**config.mk**
```make
export PLATFORM = sky130hd
export DESIGN_NAME = sr_cmd_gen
export DESIGN_NICKNAME = d
export VERILOG_FILES = /design/src/rtl/sr_pkg.sv /design/src/rtl/sr_debounce.sv /design/src/rtl/sr_cmd_gen.sv
export SDC_FILE = /design/constraint.sdc
export NUM_CORES = 1
export LEC_CHECK = 0
export CORE_ASPECT_RATIO = 0.9
export CORE_MARGIN = 1.5
export CORE_UTILIZATION = 59
export DETAILED_ROUTE_END_ITERATION = 10
export PLACE_DENSITY_LB_ADDON = 0.15
export SYNTH_ARGS = -nofsm -noshare
export SYNTH_HDL_FRONTEND = slang
export SYNTH_HIERARCHICAL = 1
export SYNTH_SLANG_ARGS = --single-unit
```
**constraint.sdc**
```tcl
create_clock -name clk -period 4.4 [get_ports clk]
set_clock_uncertainty 0.15 [all_clocks]
set_input_delay 0.44 -clock clk [delete_from_list [all_inputs] [get_ports clk]]
set_output_delay 0.44 -clock clk [all_outputs]
set_load 0.05 [all_outputs]
```
**src/rtl/sr_pkg.sv**
```systemverilog
// Shared constants and arbitration helper for the SR flip-flop command path.
// The debounce defaults are also used by the flip-flop's top-level wrapper.
package sr_pkg;

  localparam int SR_DEBOUNCE_DEFAULT = 4;
  localparam int SR_CNT_W            = 8;

  typedef enum logic [1:0] {
    ARB_NONE,
    ARB_SET,
    ARB_CLR,
    ARB_CONFLICT
  } sr_arb_e;

  // Coincident edges are dropped so that s and r can never be driven together.
  function automatic sr_arb_e sr_arbitrate(input logic set_rise, input logic clr_rise);
    sr_arb_e outcome;
    outcome = ARB_NONE;
    if (set_rise && clr_rise) begin
      outcome = ARB_CONFLICT;
    end else if (set_rise) begin
      outcome = ARB_SET;
    end else if (clr_rise) begin
      outcome = ARB_CLR;
    end
    return outcome;
  endfunction

endpackage

```
**src/rtl/sr_debounce.sv**
```systemverilog
// One request channel: 2-flop synchroniser, debounce counter, debounced level
// and rising-edge detect of that level.
module sr_debounce
  import sr_pkg::*;
#(
  parameter int DEBOUNCE_CYCLES = SR_DEBOUNCE_DEFAULT,
  parameter int CNT_W           = SR_CNT_W
) (
  input  logic clk,
  input  logic rst_n,
  input  logic raw_in,
  output logic lvl,
  output logic rise
);

  localparam logic [CNT_W-1:0] CNT_MAX = CNT_W'(DEBOUNCE_CYCLES - 1);

  logic             sync_q1;
  logic             sync_q2;
  logic             lvl_prev;
  logic [CNT_W-1:0] cnt;

  always_ff @(posedge clk or negedge rst_n) begin
    if (!rst_n) begin
      sync_q1 <= 1'b0;
      sync_q2 <= 1'b0;
    end else begin
      sync_q1 <= raw_in;
      sync_q2 <= sync_q1;
    end
  end

  // The level only flips after DEBOUNCE_CYCLES consecutive mismatching samples.
  always_ff @(posedge clk or negedge rst_n) begin
    if (!rst_n) begin
      lvl      <= 1'b0;
      lvl_prev <= 1'b0;
      cnt      <= '0;
    end else begin
      lvl_prev <= lvl;
      if (sync_q2 == lvl) begin
        cnt <= '0;
      end else if (cnt == CNT_MAX) begin
        lvl <= sync_q2;
        cnt <= '0;
      end else begin
        cnt <= cnt + CNT_W'(1);
      end
    end
  end

  assign rise = lvl & ~lvl_prev;

endmodule

```
**src/rtl/sr_cmd_gen.sv**
```systemverilog
// Command stage for the SR flip-flop: debounces the raw set/clear requests and
// turns their rising edges into mutually exclusive one-cycle s/r pulses.
module sr_cmd_gen
  import sr_pkg::*;
#(
  parameter int DEBOUNCE_CYCLES = SR_DEBOUNCE_DEFAULT,
  parameter int CNT_W           = SR_CNT_W
) (
  input  logic clk,
  input  logic rst_n,
  input  logic set_in,
  input  logic clr_in,
  output logic s,
  output logic r,
  output logic set_lvl,
  output logic clr_lvl,
  output logic conflict
);

  logic    set_rise;
  logic    clr_rise;
  sr_arb_e arb;

  sr_debounce #(
    .DEBOUNCE_CYCLES (DEBOUNCE_CYCLES),
    .CNT_W           (CNT_W)
  ) u_set_deb (
    .clk    (clk),
    .rst_n  (rst_n),
    .raw_in (set_in),
    .lvl    (set_lvl),
    .rise   (set_rise)
  );

  sr_debounce #(
    .DEBOUNCE_CYCLES (DEBOUNCE_CYCLES),
    .CNT_W           (CNT_W)
  ) u_clr_deb (
    .clk    (clk),
    .rst_n  (rst_n),
    .raw_in (clr_in),
    .lvl    (clr_lvl),
    .rise   (clr_rise)
  );

  always_comb begin
    arb = sr_arbitrate(set_rise, clr_rise);
  end

  always_ff @(posedge clk or negedge rst_n) begin
    if (!rst_n) begin
      s        <= 1'b0;
      r        <= 1'b0;
      conflict <= 1'b0;
    end else begin
      s        <= (arb == ARB_SET);
      r        <= (arb == ARB_CLR);
      conflict <= (arb == ARB_CONFLICT);
    end
  end

endmodule

```
==> flow_summary_export.csv <==
group,metric,value,unit
power_and_ir_drop,combPwrFrac,0.349,
die,pin_count,9,
clock_tree,cts_resized,0,
global_routing,grt.total_usage,0.217,
cells_and_area,layout.nets,119,
sta,clock.fmax,459,MHz
power_and_ir_drop,pwr-share-seq,0.504,
clock_tree,root_buffer,"clkbuf_4",
global_routing,first_global_vias,763,
synthesis,synth-seq-area-share,0.590,
worst_setup_path,worst_ep_required_time,3.81,ns
synthesis,yosysWarningCount,6,
power_and_ir_drop,ir_drop,0.000510,V
die,coreArea,1750,µm²
clock_tree,path_clk_slew,0.13,ns
global_routing,antenna_found_initial,0,
synthesis,synth_cell_types,20,
sta,post-route-period-util,0.495,
clock_tree,clk_latency,0.31,ns
die,die_h,44.8,µm
synthesis,synthArstFlopShare,1.00,
drt,met2_length,996,µm
worst_setup_path,path_depth,1,
worst_hold_path,hold_path.class,"register to register",
sta,layout_min_cycle_time,2.18,ns
cells_and_area,n_antenna_cell,0,
sta,tightestPinTransition,1.15,ns
drt,vias_per_cell,5.60,
clock_tree,clockBufferDepth,2,
global_routing,grt_start_max_net_pins,28,
synthesis,synthTopCellsByCount,"dfrtp_1, nor2_1, nand3_1",
drt,routed_wl,1910,µm
worst_setup_path,crit_arrival,1.59,ns
worst_setup_path,crit_path_end_kind,"output pin",
sta,rsz0062_at_grt,"no",
drt,wl_per_cell,14.2,µm
cells_and_area,area_growth,11.9,%
worst_setup_path,cp_top_family,"buffers and inverters",
placed_design,dp_hpwl,1410,µm
drt,routed-via-count,751,
job,max_cap_viol_count,0,
die,row_count,14,
synthesis,synth_area_leaders,"dfrtp_1, ha_1, nand3_1, nor2_1, or3_1",
synthesis,avgSynthCellArea,11.7,µm²
drt,firstDrtPassIters,3,
clock_tree,cts_buffers,3,
cells_and_area,finalNonFillerCells,134,
sta,tns,0,ns
clock_tree,post_cts_buffers,0,
synthesis,synth_most_common_cell,"dfrtp_1",
worst_hold_path,min_from,"u_set_deb/sync_q1",
cells_and_area,layout-drive-gt1-share,0.118,
worst_setup_path,regToRegEndpoint,"u_set_deb/cnt[2]",
synthesis,syn-num-nets,106,
synthesis,synth_cells,98,
power_and_ir_drop,power.internal,426,µW
sta,slew_viol_final,0,
power_and_ir_drop,switchingPower,269,µW
power_and_ir_drop,clockPowerShare,0.147,
global_routing,grt-ovfl-total,0,
placed_design,dp_cells,130,
synthesis,synth_edf_count,0,
die,die_area,2220,µm²
outcome,status,"completed",
worst_hold_path,hold_end,"u_set_deb/sync_q2",
clock_tree,clock_sinks,27,
worst_setup_path,reg2reg_setup_slack,2.84,ns
worst_setup_path,cpMaxStageDelayCell,"clkdlybuf4s50_1",
clock_tree,cts_hold_buf,0,
clock_tree,htree_levels,1,
synthesis,synth.top_cell.area_share,0.590,
synthesis,synth_flop_cell,"dfrtp_1",
worst_setup_path,cpPeakStageDelay,0.83,ns
drt,first_iter_violations,6,
drt,drc,0,
synthesis,netlist_area,1150,µm²
synthesis,synth_top_cell_by_area,"dfrtp_1",
die,die_w,49.5,µm
worst_setup_path,path_buf_inv,1,
global_routing,grt_pass1_wl,3410,µm
worst_setup_path,path_cells,"clkdlybuf4s50_1",
placed_design,port-buffer-count,8,
worst_setup_path,r2r_start,"u_set_deb/cnt[0]",
synthesis,synth_seq_cells,27,
drt,routed.top_layer,"met4",
drt,ant_nets,0,
drt,wl_met1,815,µm
worst_setup_path,start_kind,"register",
power_and_ir_drop,power_density,541,nW/µm²
worst_setup_path,reg2reg_depth,4,
power_and_ir_drop,p_leak,0.000570,µW
sta,hold_violations,0,
clock_tree,cts_tree,"yes",
drt,dr_wl_met3,78,µm
power_and_ir_drop,swShare,0.387,
worst_setup_path,path_class,"register to output pin",
worst_setup_path,critical_path.max_fanout,5,
placed_design,place.gp.congestion,0.822,
sta,slew_headroom,0.233,
worst_hold_path,hold_depth,0,
sta,setup_viol_count_final,0,
die,start_util,0.654,
## kinds of logic after synthesis
kind of cell	count (synthesis)	share of synthesized area
AO/OA/AOI/OAI	14	0.0721
AND/OR/NAND/NOR	39	0.201
multiplexers	2	0.0196
adder cells (fa/ha/maj)	4	0.0437
flip-flops	27	0.590
buffers and inverters	4	0.0131
XOR/XNOR	8	0.0611
## worst max path at each step
stage	endpoint	slack, ns	startpoint
floorplan	u_clr_deb/lvl	2.98	u_clr_deb/cnt[0]
global placement	u_set_deb/cnt[1]	2.43	rst_n
detailed placement	u_set_deb/cnt[1]	2.40	rst_n
CTS	clr_lvl	2.20	u_clr_deb/lvl
global route	clr_lvl	2.15	u_clr_deb/lvl
finish	clr_lvl	2.22	u_clr_deb/lvl
## metal layers
layer / vias to the layer above / track usage
met1: 376 / 0.256
met2: 12 / 0.389
met5: - / 0
met4: 0 / 0.0667
li1: 361 / -
met3: 2 / 0.0695
## flip-flops by register name, summed over array words and instances, names as in the netlist
signal,count
conflict,1
s,1
u_clr_deb/cnt,8
u_set_deb/sync_q2,1
u_set_deb/cnt,8
u_clr_deb/sync_q2,1
u_set_deb/sync_q1,1
u_set_deb/lvl,1
u_clr_deb/sync_q1,1
u_set_deb/lvl_prev,1
r,1
u_clr_deb/lvl_prev,1
u_clr_deb/lvl,1
## layout by cell type, fill, tap and decap left out
master           netlist  final
nor4b_2                2      2
xor2_1                 4      4
clkbuf_4               0      3
clkdlybuf4s50_1        0      8
ha_1                   4      4
clkbuf_1               0      1
and2_2                 1      1
a21oi_1                4      4
a21oi_2                2      2
nand3_1                8      8
and2b_2                1      1
nand4_2                2      2
xnor2_1                4      4
nor2_1                10     10
a21o_1                 2      2
nor3_1                 2      2
nor2b_1                3      3
inv_1                  4      4
dfrtp_1               27     27
or3_1                  6      6
o21ai_0                6      6
nand2_1                4      4
mux2_2                 2      2
## stage by stage
| step | total power (µW) | utilization | area, µm² | worst slack [ns] | hold WS (ns) |
|---|---|---|---|---|---|
| 5_1_grt | 737 | 0.732 | 1280 | 2.15 | 0.239 |
| 3_5_place_dp | 600 | 0.717 | 1260 | 2.40 | 0.190 |
| 6_report | 694 | 0.732 | 1280 | 2.22 | 0.227 |
| 2_1_floorplan | 518 | - | 1150 | 2.98 | -0.00559 |
| 3_3_place_gp | 588 | 0.717 | 1260 | 2.43 | 0.187 |
| 4_1_cts | 703 | 0.732 | 1280 | 2.20 | 0.229 |
## final cells by class
cell class / count / area [µm²]
flip-flops and latches: 27 / 676
fillers: 132 / 469
multi-input cells: 67 / 455
repair buffers: 8 / 80.1
well taps: 24 / 30.0
clock buffers: 4 / 26.3
inverters: 4 / 15.0
## power by group through the flow
stage	sequential [µW]	clock, µW	combinational, µW
6_report	350	102	243
4_1_cts	351	108	244
3_5_place_dp	357	0	244
3_3_place_gp	352	0	236
2_1_floorplan	416	0	102
5_1_grt	358	116	263
Note: power is estimated with default switching activity, not from simulation.
